===== config.mk =====
export PLATFORM = sky130hd
export DESIGN_NAME = m10k_row_unloader
export DESIGN_NICKNAME = d
export VERILOG_FILES = /design/src/rtl/m10k_row_unloader.sv
export SDC_FILE = /design/constraint.sdc
export NUM_CORES = 1
export LEC_CHECK = 0
export CAP_MARGIN = 5
export CORE_MARGIN = 4
export CORE_UTILIZATION = 45
export DETAILED_ROUTE_END_ITERATION = 16
export GPL_TIMING_DRIVEN = 1
export PLACE_DENSITY = 0.81
export REMOVE_ABC_BUFFERS = 1
export SYNTH_ARGS = -nofsm -noshare
export SYNTH_HDL_FRONTEND = slang
export SYNTH_SLANG_ARGS = --single-unit

===== constraint.sdc =====
create_clock -name i_clk -period 1.9 [get_ports i_clk]
set_input_delay 0.38 -clock i_clk [delete_from_list [all_inputs] [get_ports i_clk]]
set_output_delay 0.38 -clock i_clk [all_outputs]
set_load 0.005 [all_outputs]

===== src/rtl/m10k_row_unloader.sv =====
// Drains M result rows from the M10K and serializes each row into DATA_LEN-bit words on a valid/ready stream.
// Optional word checksum on o_sum when M10K_UNLOAD_SUM_EN is defined.
//
// state   | meaning
// IDLE    | waiting for i_start; address parked
// ADDR    | address driven, waiting RD_LAT cycles for read data
// CAPTURE | latch the row from the read port
// SEND    | stream words of the latched row, LSB slice first
// DONE    | one-cycle completion pulse
module m10k_row_unloader #(
    parameter int DATA_LEN     = 32,
    parameter int N            = 8,
    parameter int M            = 8,
    parameter int ADDRESS_SIZE = 4,
    parameter int OFFSET       = 8,
    parameter int RD_LAT       = 1
) (
    input  logic                      i_clk,
    input  logic                      i_rstn,
    input  logic                      i_start,
    input  logic [DATA_LEN*N-1:0]     i_read_data,
    output logic [ADDRESS_SIZE-1:0]   o_address,
    output logic [DATA_LEN-1:0]       o_data,
    output logic                      o_valid,
    input  logic                      i_ready,
    output logic                      o_busy,
    output logic                      o_done,
    output logic [2:0]                o_state
`ifdef M10K_UNLOAD_SUM_EN
    ,
    output logic [DATA_LEN+5:0]       o_sum
`endif
);

    localparam int WORD_W = (N > 1) ? $clog2(N) : 1;
    localparam int ROW_W  = (M > 1) ? $clog2(M) : 1;
    localparam int WAIT_W = (RD_LAT > 1) ? $clog2(RD_LAT) : 1;

    typedef enum logic [2:0] {
        IDLE    = 3'b111,
        ADDR    = 3'b000,
        CAPTURE = 3'b001,
        SEND    = 3'b010,
        DONE    = 3'b011
    } state_t;

    state_t                  state;
    state_t                  state_nxt;
    logic [WORD_W-1:0]       word;
    logic [ROW_W-1:0]        row;
    logic [WAIT_W-1:0]       wait_cnt;
    logic [DATA_LEN*N-1:0]   row_reg;
    logic                    transfer;
    logic                    last_word;
    logic                    last_row;

    assign transfer  = o_valid && i_ready;
    assign last_word = (word == WORD_W'(N - 1));
    assign last_row  = (row == ROW_W'(M - 1));

    always_ff @(posedge i_clk or negedge i_rstn) begin
        if (!i_rstn) begin
            state <= IDLE;
        end else begin
            state <= state_nxt;
        end
    end

    always_comb begin
        state_nxt = state;
        case (state)
            IDLE:    if (i_start) state_nxt = ADDR;
            ADDR:    if (wait_cnt == '0) state_nxt = CAPTURE;
            CAPTURE: state_nxt = SEND;
            SEND: begin
                if (transfer && last_word) begin
                    state_nxt = last_row ? DONE : ADDR;
                end
            end
            DONE:    state_nxt = IDLE;
            default: state_nxt = IDLE;
        endcase
    end

    always_ff @(posedge i_clk or negedge i_rstn) begin
        if (!i_rstn) begin
            word      <= '0;
            row       <= '0;
            wait_cnt  <= '0;
            o_address <= ADDRESS_SIZE'(OFFSET);
            row_reg   <= '0;
        end else begin
            case (state)
                IDLE: begin
                    if (i_start) begin
                        word      <= '0;
                        row       <= '0;
                        wait_cnt  <= WAIT_W'(RD_LAT - 1);
                        o_address <= ADDRESS_SIZE'(OFFSET);
                    end
                end
                ADDR: begin
                    if (wait_cnt != '0) wait_cnt <= wait_cnt - WAIT_W'(1);
                end
                CAPTURE: begin
                    row_reg <= i_read_data;
                    word    <= '0;
                end
                SEND: begin
                    if (transfer) begin
                        if (!last_word) begin
                            word <= word + WORD_W'(1);
                        end else if (!last_row) begin
                            row       <= row + ROW_W'(1);
                            o_address <= o_address + ADDRESS_SIZE'(1);
                            wait_cnt  <= WAIT_W'(RD_LAT - 1);
                        end
                    end
                end
                default: ;
            endcase
        end
    end

`ifdef M10K_UNLOAD_SUM_EN
    // Sized so that M*N <= 64 full-scale words cannot overflow.
    always_ff @(posedge i_clk or negedge i_rstn) begin
        if (!i_rstn) begin
            o_sum <= '0;
        end else if (state == IDLE && i_start) begin
            o_sum <= '0;
        end else if (state == SEND && transfer) begin
            o_sum <= o_sum + {6'b0, o_data};
        end
    end
`endif

    assign o_data  = row_reg[word*DATA_LEN +: DATA_LEN];
    assign o_valid = (state == SEND);
    assign o_busy  = (state != IDLE);
    assign o_done  = (state == DONE);
    assign o_state = state;

endmodule


### Yosys cells after proc, flatten, opt, wreduce, memory -nomap -nowiden

Cells that the tools add are included.

* register bits: 270
* bits of input ports: 260
* output and inout port bits: 42
* word-level logic and storage cells: 58

* add/sub/neg operators: 4
* equal/unequal tests: 14
* shift-type cells: 1
* mux-type cells: 23
* reduce and logical (&&, ||, !) cells: 10

Operators with widths (number)
* $shiftx 256x9->32: 1
* $mux 3: 8
* $mux 4: 4
* $pmux 3 s4: 1
* $reduce_and 5->1: 2
* $eq 3x3->1 const B: 3
* $pmux 3 s3: 1
* $ne 2x2->1 const B: 4
* $pmux 4 s2: 1
* $add 3x1->3 const B: 2
* $eq 3x2->1 const B: 2
* $ne 2x1->1 const B: 3
* $pmux 3 s2: 1
* $reduce_bool 3->1: 2
* $mux 1: 5
* $add 4x1->4 const B: 1
* $reduce_and 4->1: 1
* $eq 3x1->1 const B: 1
* $logic_not 3->1: 1
* $ne 3x3->1 const B: 1
* $pmux 1 s3: 1
* $reduce_and 3->1: 1
* $logic_and 1x1->1: 2
* $mux 2: 1
* other kinds (2): 2

### Logic depth before layout (Yosys ltp)

Gate-level depths: netlist (run 1).

* word-level depth: 5
* depth in mapped cells: 7
* depth with buffers taken out: 5

### Least setup slack after synthesis (run 1)

Ideal clock, no wire load.

* kind: register to output
* start: register word[0]
* end: output o_data[10]
* arrival: 1.518 ns
* data required time: 1.520 ns
* slack: 0.002 ns
* cell stages (with the launch flop): 5
* buffers on the path: 2
* cells stage by stage: dfrtp_1 > buf_4 > buf_6 > mux4_2 > mux2_2

* cells in the longest elaborated chain, start to end: 1

Ends and longest elaborated chain
* from (decl): RTL line 49 `logic [WORD_W-1:0] word;`
* from (signal assigned): RTL line 112 `word <= word + WORD_W'(1);`
* $shiftx 256x9->32: RTL line 138 `assign o_data = row_reg[word*DATA_LEN +: DATA_LEN];`
* to (decl): RTL line 23 `output logic [DATA_LEN-1:0] o_data,`

No other way between the ends.

### Worst setup path in the final report (run 1)

* start: register word[0]
* end: output o_data[3]

Same word-level chain as after synthesis.

==> load_flow_metrics.sql, run 1 <==
INSERT INTO impl_metrics (metric_group, metric, value, unit) VALUES
('layout', 'final.fill_count', '1805', ''),
('timing', 'worst_relative_slew_slack', '67.68', '%'),
('pwr', 'cell_internal_pwr', '19.13', 'mW'),
('pwr', 'worst_ir_drop_vdd', '755.5', 'uV'),
('die', 'fp.dieW', '173.5', 'um'),
('pwr', 'p_clk_share', '23.6', '%'),
('synth', 'post_synth_instance_area', '0.01233', 'sq mm'),
('synth', 'sequential_cell_area_fraction_in_the_yosys_report', '54.64', '%'),
('placed_design', 'post-place-ws', '-497.6', 'ps'),
('die', 'fp.dieH', '173.5', 'um'),
('layout', 'layout.cells.most_common_list', 'sky130_fd_sc_hd__dfrtp_1, sky130_fd_sc_hd__clkdlybuf4s50_1, sky130_fd_sc_hd__mux2_2', ''),
('pwr', 'power_switching', '6.684', 'mW'),
('clocking', 'count_of_h_tree_levels_built_during_cts', '1', ''),
('die', 'floorplan.die_area', '0.03011', 'sq mm'),
('setup_path', 'path_delay_family', 'multiplexers', ''),
('timing', 'setup_violations', '42', ''),
('pwr', 'combPwrFrac', '37.5', '%'),
('detailed_routing', 'detailroute.via_count', '7974', ''),
('detailed_routing', 'wirelength', '32870', 'um'),
('status', 'violations', 'negative setup slack', ''),
('synth', 'synth.yosys.warnings', '0', ''),
('pwr', 'sequentialPowerShare', '38.8', '%'),
('global_routing', 'final_global_route_overflow_total', '0', ''),
('pwr', 'powerDensity', '1420', 'mW/mm^2'),
('layout', 'largest_reg_flops', '259', ''),
('status', 'run_status', 'complete, but fails checks', ''),
('layout', 'multi_input_gate_area', '0.005278', 'sq mm'),
('clocking', 'clock_latency', '540', 'ps'),
('synth', 'post_synth_num_cell_types', '38', ''),
('timing', 'skew', '11.68', 'ps'),
('detailed_routing', 'avgViaCountPerCell', '5.281', ''),
('detailed_routing', 'route.antenna.remaining_nets', '0', ''),
('synth', 'async_flop_share', '100.0', '%'),
('die', 'fp.coreArea', '0.02695', 'sq mm'),
('die', 'start_util', '45.74', '%'),
('layout', 'postLayoutCoreUtil', '67.45', '%'),
('clocking', 'clock_tree_from_tritoncts', 'built', ''),
('global_routing', 'grtUsageTotal', '20.84', '%'),
('pwr', 'swShare', '25.90', '%'),
('setup_path', 'worst-endpoint-arrival', '2320', 'ps'),
('synth', 'synth_instances', '726', ''),
('synth', 'postSynth.topFlopCell', 'sky130_fd_sc_hd__dfrtp_1', ''),
('layout', 'drive_gt1_share', '51.03', '%'),
('timing', 'fin_ws', '-800.4', 'ps'),
('synth', 'synth_largest_type_area_fraction', '53.79', '%'),
('pwr', 'cellLeakagePower', '7.636', 'nW'),
('global_routing', 'grt_antenna_before_repair', '3', ''),
('flow_run', 'max-cap-violations', '0', ''),
('placed_design', 'detailedPlacementHpwl', '21660', 'um'),
('synth', 'largest_cells_by_area_after_synthesis', 'sky130_fd_sc_hd__dfrtp_1, sky130_fd_sc_hd__mux2_2, sky130_fd_sc_hd__mux4_2', ''),
('timing', 'tightestPinTransition', '484.9', 'ps'),
('detailed_routing', 'routedWlPerCell', '21.77', 'um'),
('setup_path', 'critPathBufInv', '4', ''),
('global_routing', 'grt_pass1_vias', '9072', ''),
('timing', 'final_max_slew_viol_count', '0', ''),
('setup_path', 'setup.reg_to_reg.worst_slack', '-240', 'ps'),
('setup_path', 'timing.critical_path.to_type', 'output port', ''),
('timing', 'fmaxAchievable', '370.3', 'MHz'),
('synth', 'synth.largest_area_cell', 'sky130_fd_sc_hd__dfrtp_1', ''),
('layout', 'flow.area_growth_from_synthesis', '47.46', '%'),
('setup_path', 'max_stage_delay', '500', 'ps'),
('global_routing', 'grt_first_pass_wirelength', '49890', 'um'),
('die', 'placementRows', '60', ''),
('clocking', 'clk_root_buffer_cell', 'sky130_fd_sc_hd__clkbuf_16', ''),
('setup_path', 'critical_path_top_delay_cell', 'sky130_fd_sc_hd__dfrtp_4', ''),
('layout', 'layout.area.seq', '0.006745', 'sq mm'),
('setup_path', 'critical_path_required', '1520', 'ps'),
('global_routing', 'grt_max_degree', '58', ''),
('setup_path', 'timing.critical_path.from_type', 'flip-flop', ''),
('timing', 'final.min_clock_period', '2700', 'ps'),
('timing', 'min_period_over_period', '142.1', '%');
==> kinds of logic after synthesis <==
group	count (synthesis)	synth area share [%]
fa+ha+maj	5	0.5075
flops	269	54.64
simple gates	24	1.198
buf+inv	56	3.857
mux	356	38.93
compound gates	16	0.8627
==> what timing repair did <==
action	CTS	global route
resized for setup	239	23
pin swaps	8	2
endpoints found under the setup margin	155	206
buffers inserted	33	14
endpoints found under the hold margin	44	0
hold buffers	1	0
gates cloned	6	4
==> cells in the mapped netlist, types with 2 or more instances <==
cell type	number
sky130_fd_sc_hd__buf_6	34
sky130_fd_sc_hd__nand3_1	2
sky130_fd_sc_hd__nand4_1	2
sky130_fd_sc_hd__dfstp_2	4
sky130_fd_sc_hd__buf_1	2
sky130_fd_sc_hd__or3_1	2
sky130_fd_sc_hd__o21ai_0	3
sky130_fd_sc_hd__dfrtp_1	265
sky130_fd_sc_hd__mux4_2	64
sky130_fd_sc_hd__inv_1	4
sky130_fd_sc_hd__buf_2	5
sky130_fd_sc_hd__nor2_1	3
sky130_fd_sc_hd__ha_1	5
sky130_fd_sc_hd__a21oi_1	3
sky130_fd_sc_hd__mux2i_1	4
sky130_fd_sc_hd__mux2_2	267
sky130_fd_sc_hd__o211ai_1	4
sky130_fd_sc_hd__nand2_1	6
sky130_fd_sc_hd__clkbuf_1	9
sky130_fd_sc_hd__mux2_4	20
==> power groups by stage <==
stage | registers [mW] | clock network (mW) | logic [mW]
after floorplan | 9.78 | 0 | 6.11
after CTS | 9.99 | 6.21 | 9.52
after global routing | 10.3 | 6.46 | 10.4
final | 10.0 | 6.10 | 9.69
after global placement | 9.94 | 0 | 8.41
after detailed placement | 10.1 | 0 | 8.65
==> worst register-to-register path: stages, from the launching register on <==
cell and delay, ps:
sky130_fd_sc_hd__dfrtp_4 500, sky130_fd_sc_hd__buf_6 150, sky130_fd_sc_hd__buf_16 130, sky130_fd_sc_hd__buf_8 120
sky130_fd_sc_hd__ha_4 150, sky130_fd_sc_hd__ha_4 150, sky130_fd_sc_hd__nor4bb_2 260, sky130_fd_sc_hd__buf_4 160
sky130_fd_sc_hd__a21oi_1 70, sky130_fd_sc_hd__o221a_2 310
==> final cells by class <==
cell class / instances / area share (%)
well taps: 341 / 2.347
repair buffers: 437 / 25.56
inverters: 5 / 0.1308
clock inverters: 15 / 1.149
flip-flops and latches: 269 / 37.11
clock buffers: 39 / 4.639
diodes: 3 / 0.04130
multi-input cells: 401 / 29.03
==> routing by layer <==
layer  part of all wire, %  GRT usage, %  vias up  wire, um
met5                     0             0        -         0
li1                      -             -     3557         -
met4                   2.7         6.319        0       880
met3                   5.6         4.537       54      1828
met2                    51         36.66      255     16800
met1                    41         25.90     4108     13360
==> stage by stage <==
| step | area, sq um | TNS [ps] |
|---|---|---|
| finish | 18180 | -24900 |
| global route | 18180 | -28340 |
| CTS | 18020 | -28400 |
| detailed placement | 16280 | -15320 |
| global placement | 16280 | -14410 |
| floorplan | 11870 | -1479550 |
==> worst paths after layout <==
kind                                  start      endpoint  cells past startpoint
min reg2reg                          row[0]        row[0]                      1
max reg2reg                         word[0]       word[0]                      9
min                                  i_rstn  row_reg[225]                      2
max in group asynchronous            i_rstn    o_state[2]                      3
max                                 word[0]     o_data[3]                      6
min in group i_clk         i_read_data[161]  row_reg[161]                      2
No activity file was read; power rests on OpenSTA's default activity.
==> inputs of run 2 (changes only) <==
CTS_CLUSTER_SIZE = 40   (was default)
REMOVE_ABC_BUFFERS = default   (was 1)
==> run 2 against run 1 <==
  * The run still ends with negative setup slack left
  * Register-to-register slack lost 180 ps
  * Highest routed layer is now met5
  * Count of clock-buffer cells in the layout up 6
  * Critical path type unchanged
  * Flip-flop and latch count did not move
  * Global-route usage increased by 0.055 points
  * Sequential share of layout area shrank 2.5 points
  * Total power grew 7.9%
  * Worst hold slack improved by 31 ps
  * Routed wire length grew 16%
  * Cell count is 1.3% higher
  * Final area up 7.2%
  * Clock power down 12%
  * Die area is the same
==> load_flow_metrics.sql, run 2 (same netlist as run 1, synthesis figures left out) <==
INSERT INTO impl_metrics (metric_group, metric, value, unit) VALUES
('status', 'run_status', 'complete, but fails checks', ''),
('status', 'violations', 'negative setup slack', ''),
('layout', 'postLayoutCoreUtil', '72.32', '%'),
('placed_design', 'gp_routability_congestion', '0.8164', ''),
('clocking', 'clock_sinks', '269', ''),
('timing', 'summed_negative_setup_slack_over_all_endpoints', '-53620', 'ps'),
('detailed_routing', 'route.antenna.remaining_nets', '0', ''),
('setup_path', 'worst-endpoint-arrival', '2430', 'ps'),
('setup_path', 'r2r.worst_path.cells', '10', ''),
('clocking', 'clock_tree.buffer_depth', '3', ''),
('layout', 'layout.area.seq', '0.006743', 'sq mm'),
('detailed_routing', 'drt-pass1-iter-count', '5', ''),
('global_routing', 'grtUsageTotal', '20.90', '%'),
('die', 'floorplan.die_area', '0.03011', 'sq mm'),
('layout', 'final-instance-count-excl-fill', '1529', ''),
('timing', 'skew', '9.999', 'ps'),
('timing', 'final.min_clock_period', '2814', 'ps'),
('layout', 'layout.nets', '1431', ''),
('die', 'fp.coreArea', '0.02695', 'sq mm'),
('pwr', 'combPwrFrac', '43.8', '%'),
('die', 'fp.dieW', '173.5', 'um'),
('pwr', 'cell_internal_pwr', '20.40', 'mW'),
('layout', 'final.fill_count', '1561', ''),
('clocking', 'clk_root_buffer_cell', 'sky130_fd_sc_hd__clkbuf_16', ''),
('layout', 'layout.cells.most_common_list', 'sky130_fd_sc_hd__mux2_4, sky130_fd_sc_hd__dfrtp_1, sky130_fd_sc_hd__clkdlybuf4s50_1', ''),
('clocking', 'count_of_h_tree_levels_built_during_cts', '1', ''),
('setup_path', 'critical_path_required', '1520', 'ps'),
('global_routing', 'grt_pass1_vias', '9064', ''),
('detailed_routing', 'drcViolationCount', '0', ''),
('global_routing', 'final_global_route_overflow_total', '0', ''),
('placed_design', 'detailedPlacementHpwl', '22290', 'um'),
('layout', 'multi_input_gate_area', '0.006092', 'sq mm'),
('global_routing', 'grt_antenna_before_repair', '2', ''),
('timing', 'setup_violations', '298', ''),
('placed_design', 'place_inst', '1400', ''),
('setup_path', 'timing.critical_path.to_type', 'output port', ''),
('detailed_routing', 'avgViaCountPerCell', '5.499', ''),
('detailed_routing', 'routedWlPerCell', '24.86', 'um'),
('setup_path', 'path_class', 'reg2out', ''),
('global_routing', 'grt_first_pass_wirelength', '50310', 'um'),
('timing', 'tightestPinTransition', '566.1', 'ps'),
('pwr', 'power.total', '27.86', 'mW'),
('clocking', 'clock_tree_from_tritoncts', 'built', ''),
('pwr', 'swShare', '26.76', '%'),
('flow_run', 'max-cap-violations', '0', ''),
('clocking', 'cts_inserted_buffers', '29', ''),
('synth', 'mappedNetlistNets', '991', ''),
('detailed_routing', 'wirelength', '38020', 'um'),
('placed_design', 'post-place-ws', '-508.1', 'ps'),
('timing', 'unrepaired_setup_endpoints_after_global_routing', 'yes', ''),
('timing', 'final_max_slew_viol_count', '0', ''),
('pwr', 'sequentialPowerShare', '36.9', '%'),
('pwr', 'cellLeakagePower', '8.477', 'nW'),
('setup_path', 'critical_path_peak_fanout', '5', ''),
('die', 'fp.dieH', '173.5', 'um'),
('min_path', 'hold_path_class', 'in2async', ''),
('pwr', 'worst_ir_drop_vdd', '1042', 'uV'),
('timing', 'min_period_over_period', '148.1', '%'),
('clocking', 'clkSlewWorstSetupHoldPaths', '60', 'ps'),
('timing', 'worst_relative_slew_slack', '62.26', '%'),
('die', 'ioPinCount', '302', ''),
('setup_path', 'r2r-end', 'word[0]', ''),
('timing', 'fmaxAchievable', '355.4', 'MHz'),
('timing', 'fin_ws', '-913.5', 'ps'),
('layout', 'layout.cells.most_common', 'sky130_fd_sc_hd__mux2_4', ''),
('setup_path', 'regToRegStartpoint', 'word[0]', ''),
('die', 'placementRows', '60', ''),
('layout', 'largest_reg_flops', '259', ''),
('timing', 'final_hold_viol_count', '0', ''),
('layout', 'flow.area_growth_from_synthesis', '58.10', '%'),
('timing', 'worst_hold_slack', '411.6', 'ps'),
('placed_design', 'placement.cell_area', '0.01626', 'sq mm'),
('setup_path', 'setup.reg_to_reg.worst_slack', '-420', 'ps'),
('layout', 'drive_gt1_share', '50.72', '%'),
('detailed_routing', 'dr.first_iter.drc_count', '497', ''),
('pwr', 'power_switching', '7.453', 'mW'),
('detailed_routing', 'detailroute.via_count', '8408', ''),
('pwr', 'p_clk_share', '19.3', '%'),
('pwr', 'powerDensity', '1429', 'mW/mm^2'),
('die', 'start_util', '45.74', '%'),
('placed_design', 'portBuffers', '301', ''),
('layout', 'fin_area', '0.01949', 'sq mm'),
('global_routing', 'grt_max_degree', '63', ''),
('setup_path', 'timing.critical_path.from_type', 'flip-flop', ''),
('clocking', 'clock_latency', '530', 'ps');
==> run 2: final cells by class <==
class,count,area share [%]
Multi-Input combinational cell,401,31.26
Clock inverter,7,0.3081
Clock buffer,45,4.288
Timing Repair Buffer,460,27.23
Inverter,5,0.1220
Tap cell,341,2.189
Antenna cell,1,0.01284
Sequential cell,269,34.59
==> run 2: worst max-delay path by stage <==
stage / startpoint / to / slack (ps) / cells after the start
finish: word[0] / o_data[15] / -910 / 7
global route: word[0] / o_data[15] / -980 / 7
CTS: word[0] / o_data[15] / -900 / 7
detailed placement: word[0] / o_data[19] / -510 / 5
global placement: word[0] / o_data[18] / -500 / 5
floorplan: word[0] / o_data[10] / 2 / 4
==> run 2: critical path: stages (launching register included) <==
cell	delay, ps
sky130_fd_sc_hd__dfrtp_4	520
sky130_fd_sc_hd__buf_12	140
sky130_fd_sc_hd__buf_12	120
sky130_fd_sc_hd__buf_12	130
sky130_fd_sc_hd__buf_4	140
sky130_fd_sc_hd__mux4_2	420
sky130_fd_sc_hd__mux2_4	290
sky130_fd_sc_hd__buf_6	120
==> run 2: power groups by stage <==
stage | Sequential [mW] | Combinational, mW | Clock, mW
floorplan | 9.48 | 5.77 | 0
global placement | 9.98 | 8.42 | 0
detailed placement | 10.1 | 8.69 | 0
CTS | 10.1 | 9.36 | 5.44
global route | 10.5 | 12.8 | 5.68
finish | 10.3 | 12.2 | 5.37
==> run 2: timing repair <==
action,in CTS,in global routing
hold buffers,1,0
cloned,5,30
resized for setup,204,274
setup endpoints to repair,47,289
hold endpoints to repair,45,0
setup buffers,23,24
pin swaps,6,4
==> run 2: metal layers <==
layer  part of all wire, %  track usage, %
met1                    42           26.64
met2                    50           35.46
met3                   5.3           4.864
met4                   3.0           6.984
met5                 0.047               0
